<file path="src/rtl/player_hit_check.sv">
`default_nettype none
// ============================================================================
// Module  : player_hit_check
// Purpose : per-tick bullet table scan vs. player hitbox; HP, i-frames, death
// Revision: 1.0
// ============================================================================
module player_hit_check #(
  parameter int NUM_BULLETS  = 64,
  parameter int TICK_CYCLES  = 1666667,
  parameter int HP_INIT      = 5,
  parameter int INVULN_TICKS = 120,
  parameter int HITBOX_R     = 1
) (
  input  logic                           clk,
  input  logic                           rst,
  input  logic [3:0]                     state,
  input  logic [6:0]                     player_x,
  input  logic [6:0]                     player_y,
  output logic [$clog2(NUM_BULLETS)-1:0] bullet_addr,
  input  logic                           bullet_valid,
  input  logic [6:0]                     bullet_x,
  input  logic [6:0]                     bullet_y,
  output logic                           hit,
  output logic [2:0]                     hp,
  output logic                           invulnerable,
  output logic                           player_dead,
  output logic                           scan_busy
);

  localparam int AW = $clog2(NUM_BULLETS);
  localparam int TW = $clog2(TICK_CYCLES);
  localparam int IW = $clog2(INVULN_TICKS + 1);

  localparam logic [1:0] c_IDLE    = 2'd0;
  localparam logic [1:0] c_SCAN    = 2'd1;
  localparam logic [1:0] c_RESOLVE = 2'd2;

  localparam logic [TW-1:0]     c_TICK_LAST = TW'(TICK_CYCLES - 1);
  localparam logic [AW-1:0]     c_ADDR_LAST = AW'(NUM_BULLETS - 1);
  localparam logic [IW-1:0]     c_INV_LOAD  = IW'(INVULN_TICKS);
  localparam logic [2:0]        c_HP_INIT   = 3'(HP_INIT);
  localparam logic signed [7:0] c_R         = 8'(HITBOX_R);

  logic [1:0]        r_fsm;
  logic [1:0]        w_fsm_next;
  logic              r_prev_play;
  logic [TW-1:0]     r_tick_cnt;
  logic [IW-1:0]     r_inv_cnt;
  logic [IW-1:0]     w_inv_next;
  logic [6:0]        r_px;
  logic [6:0]        r_py;
  logic              r_hit_found;
  logic              r_last_issued;
  logic              r_beat_vld;
  logic              w_play;
  logic              w_entry;
  logic              w_tick;
  logic              w_near;
  logic              w_apply;
  logic signed [7:0] w_dx;
  logic signed [7:0] w_dy;

  assign w_play  = (state == 4'd2);
  assign w_entry = w_play && !r_prev_play;
  assign w_tick  = w_play && (r_tick_cnt == c_TICK_LAST);

  assign w_dx   = $signed({1'b0, bullet_x}) - $signed({1'b0, r_px});
  assign w_dy   = $signed({1'b0, bullet_y}) - $signed({1'b0, r_py});
  assign w_near = bullet_valid && (w_dx >= -c_R) && (w_dx <= c_R)
                               && (w_dy >= -c_R) && (w_dy <= c_R);

  assign w_apply = (r_fsm == c_RESOLVE) && w_play && r_hit_found
                   && (r_inv_cnt == '0) && (hp != 3'd0);

  // The counter sits at 0 outside play, so play entry always restarts from 0.
  always_ff @(posedge clk) begin
    if (rst || !w_play) begin
      r_tick_cnt <= '0;
    end else if (w_tick) begin
      r_tick_cnt <= '0;
    end else begin
      r_tick_cnt <= r_tick_cnt + TW'(1);
    end
  end

  always_ff @(posedge clk) begin
    if (rst) begin
      r_prev_play <= 1'b0;
    end else begin
      r_prev_play <= w_play;
    end
  end

  // FSM: state register
  always_ff @(posedge clk) begin
    if (rst) begin
      r_fsm <= c_IDLE;
    end else begin
      r_fsm <= w_fsm_next;
    end
  end

  // FSM: next state
  always_comb begin
    w_fsm_next = r_fsm;
    if (!w_play) begin
      w_fsm_next = c_IDLE;
    end else begin
      case (r_fsm)
        c_IDLE:    if (w_tick && !player_dead) w_fsm_next = c_SCAN;
        c_SCAN:    if (r_last_issued) w_fsm_next = c_RESOLVE;
        c_RESOLVE: w_fsm_next = c_IDLE;
        default:   w_fsm_next = c_IDLE;
      endcase
    end
  end

  // FSM: outputs
  always_comb begin
    scan_busy = (r_fsm != c_IDLE);
  end

  // Read data trails the address by one cycle; r_beat_vld marks returned beats.
  always_ff @(posedge clk) begin
    if (rst || !w_play) begin
      bullet_addr   <= '0;
      r_last_issued <= 1'b0;
      r_beat_vld    <= 1'b0;
      r_hit_found   <= 1'b0;
      r_px          <= '0;
      r_py          <= '0;
    end else begin
      case (r_fsm)
        c_IDLE: begin
          bullet_addr   <= '0;
          r_last_issued <= 1'b0;
          r_beat_vld    <= 1'b0;
          if (w_fsm_next == c_SCAN) begin
            r_px        <= player_x;
            r_py        <= player_y;
            r_hit_found <= 1'b0;
          end
        end
        c_SCAN: begin
          r_beat_vld <= !r_last_issued;
          if (!r_last_issued) begin
            if (bullet_addr == c_ADDR_LAST) begin
              r_last_issued <= 1'b1;
            end else begin
              bullet_addr <= bullet_addr + AW'(1);
            end
          end
          if (r_beat_vld && w_near) begin
            r_hit_found <= 1'b1;
          end
        end
        default: begin
          bullet_addr   <= '0;
          r_last_issued <= 1'b0;
          r_beat_vld    <= 1'b0;
        end
      endcase
    end
  end

  always_comb begin
    w_inv_next = r_inv_cnt;
    if (w_entry) begin
      w_inv_next = '0;
    end else if (w_apply) begin
      w_inv_next = c_INV_LOAD;
    end else if (w_tick && (r_inv_cnt != '0)) begin
      w_inv_next = r_inv_cnt - IW'(1);
    end
  end

  always_ff @(posedge clk) begin
    if (rst) begin
      hp           <= c_HP_INIT;
      player_dead  <= 1'b0;
      hit          <= 1'b0;
      r_inv_cnt    <= '0;
      invulnerable <= 1'b0;
    end else begin
      hit          <= w_apply;
      r_inv_cnt    <= w_inv_next;
      invulnerable <= (w_inv_next != '0);
      if (w_entry) begin
        hp          <= c_HP_INIT;
        player_dead <= 1'b0;
      end else if (w_apply) begin
        hp <= hp - 3'd1;
        if (hp == 3'd1) begin
          player_dead <= 1'b1;
        end
      end
    end
  end

endmodule
`default_nettype wire
</file>
<file path="config.mk">
export PLATFORM = sky130hd
export DESIGN_NAME = player_hit_check
export DESIGN_NICKNAME = d
export VERILOG_FILES = /design/src/rtl/player_hit_check.sv
export SDC_FILE = /design/constraint.sdc
export NUM_CORES = 1
export LEC_CHECK = 0
export CAP_MARGIN = 20
export CORE_UTILIZATION = 50
export CTS_CLUSTER_SIZE = 28
export DETAILED_ROUTE_END_ITERATION = 8
export GPL_TIMING_DRIVEN = 0
export PLACE_DENSITY = 0.75
export SYNTH_ARGS = -nofsm -noshare
export SYNTH_HDL_FRONTEND = slang
export SYNTH_SLANG_ARGS = --single-unit
</file>
<file path="constraint.sdc">
create_clock -name clk -period 3.08 [get_ports clk]
set_input_delay 0.462 -clock clk [delete_from_list [all_inputs] [get_ports clk]]
set_output_delay 0.462 -clock clk [all_outputs]
set_load 0.005 [all_outputs]
</file>
==> reports/metrics.cfg <==
[clocking]
cts_tree=yes
clk-insertion-delay-late_ns=0.34
clock-sinks=60
post_cts_buffers=0
clk_path_buf_depth=2
cts-buffers-inserted=9
cts_resized=0
cts_max_level=3
clk_pin_slew_ns=0.06
cts-root-buf=clkbuf_8
cts_hold_buf=0

[place]
routabilityCongestion=0.889
hpwlAfterDp_um=5180
portBuffers=47
place_ws_ns=0.0367

[power_and_ir_drop]
pwr-share-clk_pct=40.0
seqPwrFrac_pct=51.5
p_sw_share_pct=23.3
p_comb_share_pct=8.5
p_per_area_nw_per_um2=362
vdd_drop_max_mv=0.248
intPower_w=0.00116
switching_power_w=0.000352
p_leak_nw=1.50

[sta]
min_period_ns=2.66
setup_violations=0
maxSlewViolCount=0
finClkSkew_ns=0.00524
hold_viol=0
postLayoutSetupSlackWorst_ns=0.416
tightest_slew_ns=0.606
setup_tns_ns=0
max_freq_mhz=375
rsz0062_at_grt=no
finalCritPeriodShare_pct=86.5
relSlewSlack_pct=59.2

[logic_synthesis]
yosys-top-cells-area=dfxtp_1, ha_1, nor2_1
avgSynthCellArea_sq_um=8.74
synth.distinct_cells=53
yosysWarnings=0
synth_ff_type=dfxtp_1
seq_area_frac_synth_pct=35.1
yosysTopAreaCell=dfxtp_1
syn_nets=451
synth_top_area_share_pct=35.1
synthArstFlopShare_pct=0
netlist_instances=392
synth-seq-cells=60
synth_edf_count=0
syn-cell-area_sq_um=3430

[setup_path]
critical_path_class=primary input to register
cpPeakStageDelay_ns=0.54
cp_slowest_cell=or4b_4
crit_arrival_ns=2.88
crit_path_end_kind=register
crit_required_ns=3.30
cp-start-kind=primary input
path_max_fanout=10
crit_family=simple AND/OR/NAND/NOR gates
path_buf_inv=3
path_cells=clkdlybuf4s50_1 > or4b_4 > buf_6 > nand3b_4 > or2_4 > nor3_4 > buf_8 > mux2i_1 > nor2_1

[final_layout]
nNetsFinal=509
diodes=0
drive_gt1_share_pct=6.81
final_cell_mix=nor2_1, dfxtp_1, clkdlybuf4s50_1
area_delta_synth_final_pct=21.5
final_common_cell=nor2_1

[route]
wirelength_um=6700
drcViolationCount=0
postRouteAntennaNets=0
first_iter_violations=79
first_pass_iters=4
vias=2843
via_per_inst=5.34
post_drt_wl_per_cell_um=12.6

[grt]
grt_max_degree=11
antenna_found_initial=0
gr-total-overflow=0
grt_pass1_vias=2661
grt_use_total_pct=20.6
grt_pass1_wl_um=11700

[die]
die_width_um=84.8
die_area_sq_um=7190
pin_count=48
core_area_sq_um=6490
initial_core_util_pct=52.7
rows=29
dieHeight_um=84.8

[flow_run]
cap_viol_max_count=0

[outcome]
outcome=completed

[worst_hold_path]
hold_path.class=register to register

[synthesized netlist by cell type (all sizes together), types with 4 or more instances]
cell type	instances
or2	5
mux2i	17
a211oi	6
nor3	6
nor2	72
nor2b	6
nand2b	5
clkbuf	9
xnor2	13
nand3	13
inv	28
nand2	16
o21ai	6
and4	5
ha	22
nand4	6
a31oi	4
dfxtp	60
a21oi	11
nand3b	6
xor2	23
and3	7
nor4	6
nor3b	6
[sequential cells by signal (all words and copies together), names as in the netlist, 2 cells and up]
name / cells
r_py: 7
r_inv_cnt: 7
hp: 3
r_fsm: 2
bullet_addr: 6
r_px: 7
r_tick_cnt: 21
[per-stage QoR]
step / power (W) / hold WS [ns] / util, % / area [sq um] / instances
floorplan: 0.000860 / 0.426 / - / 3430 / 392
global placement: 0.000919 / 0.450 / 61.5 / 3990 / 516
detailed placement: 0.000921 / 0.457 / 61.5 / 3990 / 516
CTS: 0.00154 / 0.470 / 64.1 / 4160 / 532
global route: 0.00158 / 0.492 / 64.1 / 4160 / 532
finish: 0.00151 / 0.465 / 64.1 / 4160 / 532
[final timing paths]
kind	start	to	slack [ns]	cells past startpoint
max	state[0]	r_py[1]	0.42	9
min	r_last_issued	r_beat_vld	0.47	1
max reg2reg	r_tick_cnt[2]	r_py[1]	0.77	8
min reg2reg	r_last_issued	r_beat_vld	0.47	1
[metal layers]
metal	vias to the layer above	track usage, %	routed length [um]
met5	-	0	0
met4	0	8.32	115
met3	11	5.70	261
met2	51	34.1	3240
met1	1295	25.2	3090
li1	1486	-	-
[kinds of logic (layout without fill, tap and decap cells)]
logic type | count (synthesis) | count (layout) | synth area share [%]
compound gates | 42 | 42 | 8.66
xor+xnor | 36 | 36 | 9.20
fa+ha+maj | 24 | 24 | 9.20
buf+inv | 40 | 103 | 4.97
flops | 60 | 60 | 35.1
mux | 17 | 17 | 4.97
simple gates | 173 | 173 | 27.9
[power groups by stage]
stage	clock [W]	combinational, W	sequential, W
2_1_floorplan	0	0.0000662	0.000794
3_3_place_gp	0	0.000125	0.000794
3_5_place_dp	0	0.000127	0.000794
4_1_cts	0.000631	0.000128	0.000776
5_1_grt	0.000663	0.000142	0.000776
6_report	0.000603	0.000128	0.000777
[area by class of cell]
class | count | area [sq um]
buffer | 12 | 65.1
tap | 77 | 96.3
inverter | 28 | 105
multi-input combinational | 292 | 2050
sequential | 60 | 1200
fill | 558 | 2330
clock inverter | 5 | 27.5
clock buffer | 11 | 141
timing repair buffer | 47 | 470
Power figures use the tool's default switching activity.
